[src/rtl/dmem_responder.sv]
// Data-memory responder: accepts one word request, waits WAIT_CYCLES, performs the read or
// byte-masked write and returns the pre-access word over a response handshake.
module dmem_responder #(
  parameter int unsigned DEPTH       = 128,
  parameter int unsigned WAIT_CYCLES = 2,
  parameter int unsigned CNT_W       = 16
) (
  input  logic             clk,
  input  logic             rst,
  input  logic             req_valid,
  output logic             req_ready,
  input  logic             req_write,
  input  logic [31:0]      req_addr,
  input  logic [31:0]      req_wdata,
  input  logic [3:0]       req_be,
  output logic             resp_valid,
  input  logic             resp_ready,
  output logic [31:0]      resp_rdata,
  output logic             resp_err,
  output logic [CNT_W-1:0] txn_count
);

  localparam int unsigned AW = (DEPTH > 1) ? $clog2(DEPTH) : 1;
  localparam int unsigned WW = (WAIT_CYCLES > 0) ? $clog2(WAIT_CYCLES + 1) : 1;

  typedef enum logic [1:0] {StIdle, StBusy, StResp} state_e;
  typedef logic [31:0] mem_t [DEPTH];

  function automatic mem_t mem_init();
    mem_t m;
    for (int unsigned i = 0; i < DEPTH; i++) begin
      m[i] = 32'(i);
    end
    return m;
  endfunction

  // Power-up contents are word[i] = i; reset leaves the array alone.
  logic [31:0] mem_q [DEPTH] = mem_init();

  state_e           state_q, state_d;
  logic [WW-1:0]    wait_q, wait_d;
  logic             write_q, write_d;
  logic [31:0]      addr_q, addr_d;
  logic [31:0]      wdata_q, wdata_d;
  logic [3:0]       be_q, be_d;
  logic [31:0]      rdata_q, rdata_d;
  logic             err_q, err_d;
  logic [CNT_W-1:0] txn_q, txn_d;

  logic [AW-1:0] idx;
  logic [31:0]   old_word;
  logic [31:0]   merged;
  logic          acc_err;
  logic          mem_we;

  assign idx      = addr_q[AW+1:2];
  assign acc_err  = (addr_q[1:0] != 2'b00) || ({2'b00, addr_q[31:2]} >= DEPTH);
  assign old_word = acc_err ? 32'h0 : mem_q[idx];

  always_comb begin
    merged = old_word;
    for (int i = 0; i < 4; i++) begin
      if (be_q[i]) merged[8*i +: 8] = wdata_q[8*i +: 8];
    end
  end

  always_comb begin
    state_d = state_q;
    wait_d  = wait_q;
    write_d = write_q;
    addr_d  = addr_q;
    wdata_d = wdata_q;
    be_d    = be_q;
    rdata_d = rdata_q;
    err_d   = err_q;
    txn_d   = txn_q;
    mem_we  = 1'b0;
    case (state_q)
      StIdle: begin
        if (req_valid) begin
          write_d = req_write;
          addr_d  = req_addr;
          wdata_d = req_wdata;
          be_d    = req_be;
          wait_d  = WW'(WAIT_CYCLES);
          state_d = StBusy;
        end
      end
      StBusy: begin
        if (wait_q == '0) begin
          rdata_d = old_word;
          err_d   = acc_err;
          mem_we  = write_q && !acc_err;
          state_d = StResp;
        end else begin
          wait_d = wait_q - WW'(1);
        end
      end
      StResp: begin
        if (resp_ready) begin
          txn_d   = txn_q + CNT_W'(1);
          state_d = StIdle;
        end
      end
      default: state_d = StIdle;
    endcase
  end

  always_ff @(posedge clk) begin
    if (rst) begin
      state_q <= StIdle;
      wait_q  <= '0;
      rdata_q <= '0;
      err_q   <= 1'b0;
      txn_q   <= '0;
    end else begin
      state_q <= state_d;
      wait_q  <= wait_d;
      rdata_q <= rdata_d;
      err_q   <= err_d;
      txn_q   <= txn_d;
    end
  end

  always_ff @(posedge clk) begin
    write_q <= write_d;
    addr_q  <= addr_d;
    wdata_q <= wdata_d;
    be_q    <= be_d;
  end

  // Reset in the commit cycle must suppress the write.
  always_ff @(posedge clk) begin
    if (mem_we && !rst) mem_q[idx] <= merged;
  end

  assign req_ready  = (state_q == StIdle);
  assign resp_valid = (state_q == StResp);
  assign resp_rdata = rdata_q;
  assign resp_err   = err_q;
  assign txn_count  = txn_q;

endmodule

[config.mk]
export PLATFORM = sky130hd
export DESIGN_NAME = dmem_responder
export DESIGN_NICKNAME = d
export VERILOG_FILES = /design/src/rtl/dmem_responder.sv
export SDC_FILE = /design/constraint.sdc
export NUM_CORES = 2
export LEC_CHECK = 0
export ABC_AREA = 1
export CORE_MARGIN = 4
export CORE_UTILIZATION = 40
export CTS_CLUSTER_SIZE = 20
export DETAILED_ROUTE_END_ITERATION = 10
export GPL_ROUTABILITY_DRIVEN = 1
export SETUP_SLACK_MARGIN = 0.05
export SYNTH_ARGS = -nofsm -noshare
export SYNTH_HDL_FRONTEND = slang
export SYNTH_SLANG_ARGS = --single-unit
[constraint.sdc]
create_clock -name clk -period 8.1 [get_ports clk]
set_input_delay 1.62 -clock clk [delete_from_list [all_inputs] [get_ports clk]]
set_output_delay 1.62 -clock clk [all_outputs]
set_load 0.05 [all_outputs]
==> After elaboration in Yosys (flattened, before gate mapping) <==
Memories as Yosys holds them, arrays and structs flattened. A register that Yosys moved wholly into a read port is not among the register bits.
Index checks and enable logic that the tools add are counted.
{ "classes": {"addsub": 2, "order_cmp": 1, "n_eq_ne": 6, "muxes": 17, "n_reduce_logical": 14} }
{ "op_table": {"columns": ["operator", "count"], "rows": [
  ["32-bit two-way mux", 1],
  ["8-bit two-way mux", 4],
  ["30-bit by 8-bit >= comparator with 1-bit output, second input constant", 1],
  ["16-bit by 1-bit adder with 16-bit output, second input constant", 1],
  ["2-bit two-way mux", 5],
  ["7-bit two-way mux", 1],
  ["2-bit inequality test, second input constant", 3],
  ["2-bit case mux with 3 select lines", 1],
  ["2-bit AND reduction", 3],
  ["3-bit AND reduction", 2],
  ["2-bit logical NOT", 2],
  ["1-bit two-way mux", 4],
  ["2-bit case mux with 2 select lines", 1],
  ["2-bit nonzero test", 2],
  ["2-bit by 1-bit equality test with 1-bit output, second input constant", 1],
  ["2-bit equality test, second input constant", 1],
  ["1-bit logical AND", 2],
  ["1-bit logical NOT", 2],
  ["2-bit by 1-bit inequality test with 1-bit output, second input constant", 1],
  ["2-bit by 1-bit subtractor with 2-bit output, second input constant", 1],
  ["1-bit logical OR", 1]
]} }
{ "totals": {"ff_bits": 122, "mem_bits_rw": 4096, "out_inout_bits": 51, "wordCells": 50, "mem_count": 1} }
{ "mem_list": {"columns": ["memory", "depth", "word_bits", "read_ports", "rd_clocked_by_memory_dff", "write_ports", "line_no", "text"], "rows": [
  ["mem_q", 128, 32, 1, 1, 1, "38", "logic [31:0] mem_q [DEPTH] = mem_init();"]
]} }

==> Logic depth before layout (Yosys ltp) <==
{ "depth": {"ltp_word": 9, "mapped_depth": 15, "depth_no_buf": 12} }

==> Least setup slack after synthesis <==
No wires, ideal clock.
{ "synth_path": {"path_kind": "register to register", "startpoint": "register (tool-made name)", "endpoint": "memory mem_q[0][22] (data pin)", "arrival_time_ns": 4.925, "setup_slack_ns": 2.282, "path_stages_with_launch": 16, "synth_period_minus_slack_ns": 5.818, "path_cell_list": "dfxtp_1 -> buf_6 -> inv_4 -> buf_12 -> buf_6 -> buf_2 -> nand2_1 -> nand3_1 -> nand3_1 -> nand3_1 -> nand2_1 -> nand2_1 -> nand3_1 -> nand3_1 -> nand3_1 -> a21oi_1"} }
{ "synth_lines": {"columns": ["item", "line_no"], "rows": [
  ["end, declared", "38"]
]} }

==> impl_metrics.env <==
export IMPL_syn_inst=14000
export IMPL_htreeDepth=5
export IMPL_ir_drop_v=0.000220
export IMPL_fmax_mhz=173
export IMPL_drc=0
export IMPL_worstSetupEndpointType="flip-flop"
export IMPL_path_clk_slew_ns=0.06
export IMPL_synth_fp_nets=14100
export IMPL_die_area_sq_um=435000
export IMPL_root_buffer="clkbuf_16"
export IMPL_vias=110000
export IMPL_hold_buffers=0
export IMPL_final_util=0.451
export IMPL_syn2layout_area_growth_pct=12.5
export IMPL_swShare=0.269
export IMPL_multi_input_area_sq_um=39600
export IMPL_placed_area_sq_um=178000
export IMPL_final_antenna_net_count=0
export IMPL_wl_um=502000
export IMPL_synth_ff_type="edfxtp_1"
export IMPL_slew_violations=0
export IMPL_setup_viol=0
export IMPL_reg2reg_depth=13
export IMPL_pre_cts_slack_ns=2.08
export IMPL_power_density_nw_per_um2=261
export IMPL_holdCritPathClass="flip-flop to flip-flop"
export IMPL_nets=14000
export IMPL_die_w_um=660
export IMPL_grt_pass1_wl_um=720000
export IMPL_setup_tns_ns=0
export IMPL_viasPerCell=5.53
export IMPL_crit_fanout=126
export IMPL_holdWs_ns=0.480
export IMPL_dpl_hpwl_um=267000
export IMPL_worstMarginPinSlew_ns=1.26
export IMPL_internal_power_mw=36.5
export IMPL_synth_area_sq_um=170000
export IMPL_numCtsBuffers=421
export IMPL_avgSynthCellArea_sq_um=12.1
export IMPL_seqPwrFrac=0.489
export IMPL_fp_dieH_um=660
export IMPL_start_kind="flip-flop"
export IMPL_synth_edf_count=4165
export IMPL_yosysSeqAreaShare=0.743
export IMPL_cts_setup_buffers=0
export IMPL_min_period_ns=5.79
export IMPL_fin_ws_ns=2.31
export IMPL_status="finished clean"
export IMPL_place_inst=19200
export IMPL_post_drt_wl_per_cell_um=25.1
export IMPL_worst_setup_path_type="flip-flop to flip-flop"
export IMPL_start_util=0.401
export IMPL_fillCellCount=37700
export IMPL_clk_path_buf_depth=4
export IMPL_skew_ns=0.0868
export IMPL_max_cap_viol_count=0
export IMPL_hold_viol_final=0
export IMPL_async_flop_share=0
export IMPL_grt_use_total=0.223
export IMPL_drive_gt1_frac=0.0774
export IMPL_grt_pass1_vias=102000
export IMPL_crit_end="mem_q[80][21]"
export IMPL_cts_resized=0
export IMPL_cts_sinks=4225
export IMPL_final_cell_area_sq_um=191000
export IMPL_period_share=0.715
export IMPL_coreArea_sq_um=423000
export IMPL_port_buffers=123
export IMPL_io_pins=124
export IMPL_power_leakage_nw=66.7
export IMPL_pwr_share_clk=0.380
export IMPL_cts_tree="built"
export IMPL_critPathRequiredTime_ns=8.77
export IMPL_power_total_mw=50.0
export IMPL_switchingPower_mw=13.4
export IMPL_worstPathArrival_ns=6.46
export IMPL_gp_congestion=0.886
export IMPL_fin_cells=20000
export IMPL_rsz0062_at_grt="false"
export IMPL_max_slew_margin=0.159
export IMPL_grt_max_degree=176
export IMPL_firstDrtPassIters=8
export IMPL_r2r_setup_slack_ns=2.31
export IMPL_combinationalPowerShare=0.132
export IMPL_clock_latency_ns=0.99
export IMPL_synth_cell_type_count=32
export IMPL_rows=239
export IMPL_grt_overflow=0
export IMPL_initialDrtViolationCount=14100
export IMPL_ff_latch_area_sq_um=126000
export IMPL_synth_seq_cells=4225
export IMPL_r2r_end="mem_q[80][21]"
export IMPL_ys_warn_count=0
export IMPL_antenna_found_initial=17
==> registers in the layout, summed over array words and instances (netlist names), 2 cells and up, named ones only <==
signal      flops
be_q            4
wdata_q        32
resp_rdata     32
wait_q          2
txn_count      16
mem_q        4096
addr_q         32
state_q         2
==> cell families (layout without fill, tap and decap cells) <==
kind of cell / Yosys count / count (layout) / synth area share
xor+xnor: 1 / 1 / 0.0000515
flops: 4225 / 4225 / 0.743
simple gates: 8668 / 8668 / 0.222
other cells: 0 / 6 / 0
fa+ha+maj: 2 / 2 / 0.000147
buf+inv: 994 / 1280 / 0.0309
compound gates: 134 / 134 / 0.00397
==> placed cells by master, fill, tap and decap left out, types with 53 or more instances in the layout <==
cell	count
nand3_1	3818
buf_12	75
nand2_1	4640
clkinv_2	102
clkbuf_16	426
clkdlybuf4s50_1	123
edfxtp_1	4165
dfxtp_1	54
nor2_1	53
clkinv_1	96
buf_4	250
clkbuf_1	91
nor3_2	58
==> cell type report <==
| type | count | area share |
|---|---|---|
| antenna | 6 | 0.0000785 |
| clock buffer | 524 | 0.0581 |
| clock inverter | 256 | 0.0115 |
| inverter | 52 | 0.00126 |
| multi-input combinational | 8805 | 0.207 |
| sequential | 4225 | 0.661 |
| tap | 5663 | 0.0371 |
| timing repair buffer | 448 | 0.0241 |
==> power groups by stage <==
stage	clock (mW)	sequential, mW	combinational (mW)
after floorplan	0	25.0	3.84
after global placement	0	24.9	6.43
after detailed placement	0	24.9	6.48
after CTS	19.2	24.4	6.49
after global routing	20.1	24.4	7.01
final	19.0	24.4	6.57
==> critical path, stage by stage, from the launching register on <==
cell	delay (ns)
dfxtp_4	0.62
inv_16	0.60
buf_4	0.56
nand2_1	0.10
nand3_1	0.11
nand3_1	0.10
nand3_1	0.15
nand2_1	0.16
nand2_1	0.14
nand3_1	0.25
nand3_1	0.65
nand3_1	0.33
a21oi_4	0.83
buf_4	0.54
==> worst min-delay path by stage <==
stage                    from   endpoint  slack [ns]  cells after the start
finish              wait_q[0]  wait_q[0]        0.48                      1
global route        wait_q[0]  wait_q[0]        0.50                      1
CTS                 wait_q[0]  wait_q[0]        0.48                      1
detailed placement  wait_q[0]  wait_q[0]        0.46                      1
global placement    wait_q[0]  wait_q[0]        0.44                      1
floorplan           wait_q[0]  wait_q[0]        0.43                      1
==> synth_stat cells, types with 2 or more instances <==
library cell | number | area (sq um)
nand4_1 | 3 | 18.8
buf_1 | 111 | 417
dfxtp_1 | 60 | 1200
nand3_1 | 3820 | 19100
a21oi_1 | 78 | 390
buf_4 | 173 | 1300
edfxtp_1 | 4165 | 125000
o21ai_0 | 52 | 260
nor3_1 | 61 | 305
or2_1 | 2 | 12.5
nand2_1 | 4645 | 17400
clkbuf_1 | 171 | 642
nor2_1 | 86 | 323
ha_1 | 2 | 25.0
buf_2 | 447 | 2240
inv_2 | 4 | 15.0
inv_1 | 47 | 176
nor3_2 | 42 | 420
o21ai_1 | 2 | 10.0
buf_6 | 39 | 439
nor4_1 | 3 | 18.8
==> per-layer routing <==
metal | share of wire | wire length (um) | vias to the layer above | GRT usage
met1 | 0.40 | 201000 | 54600 | 0.306
met4 | 0.049 | 24800 | 0 | 0.101
met2 | 0.46 | 231000 | 5204 | 0.350
li1 | - | - | 49800 | -
met3 | 0.090 | 45100 | 825 | 0.0378
met5 | 0 | 0 | - | 0
No activity file was read; power rests on OpenSTA's default activity.
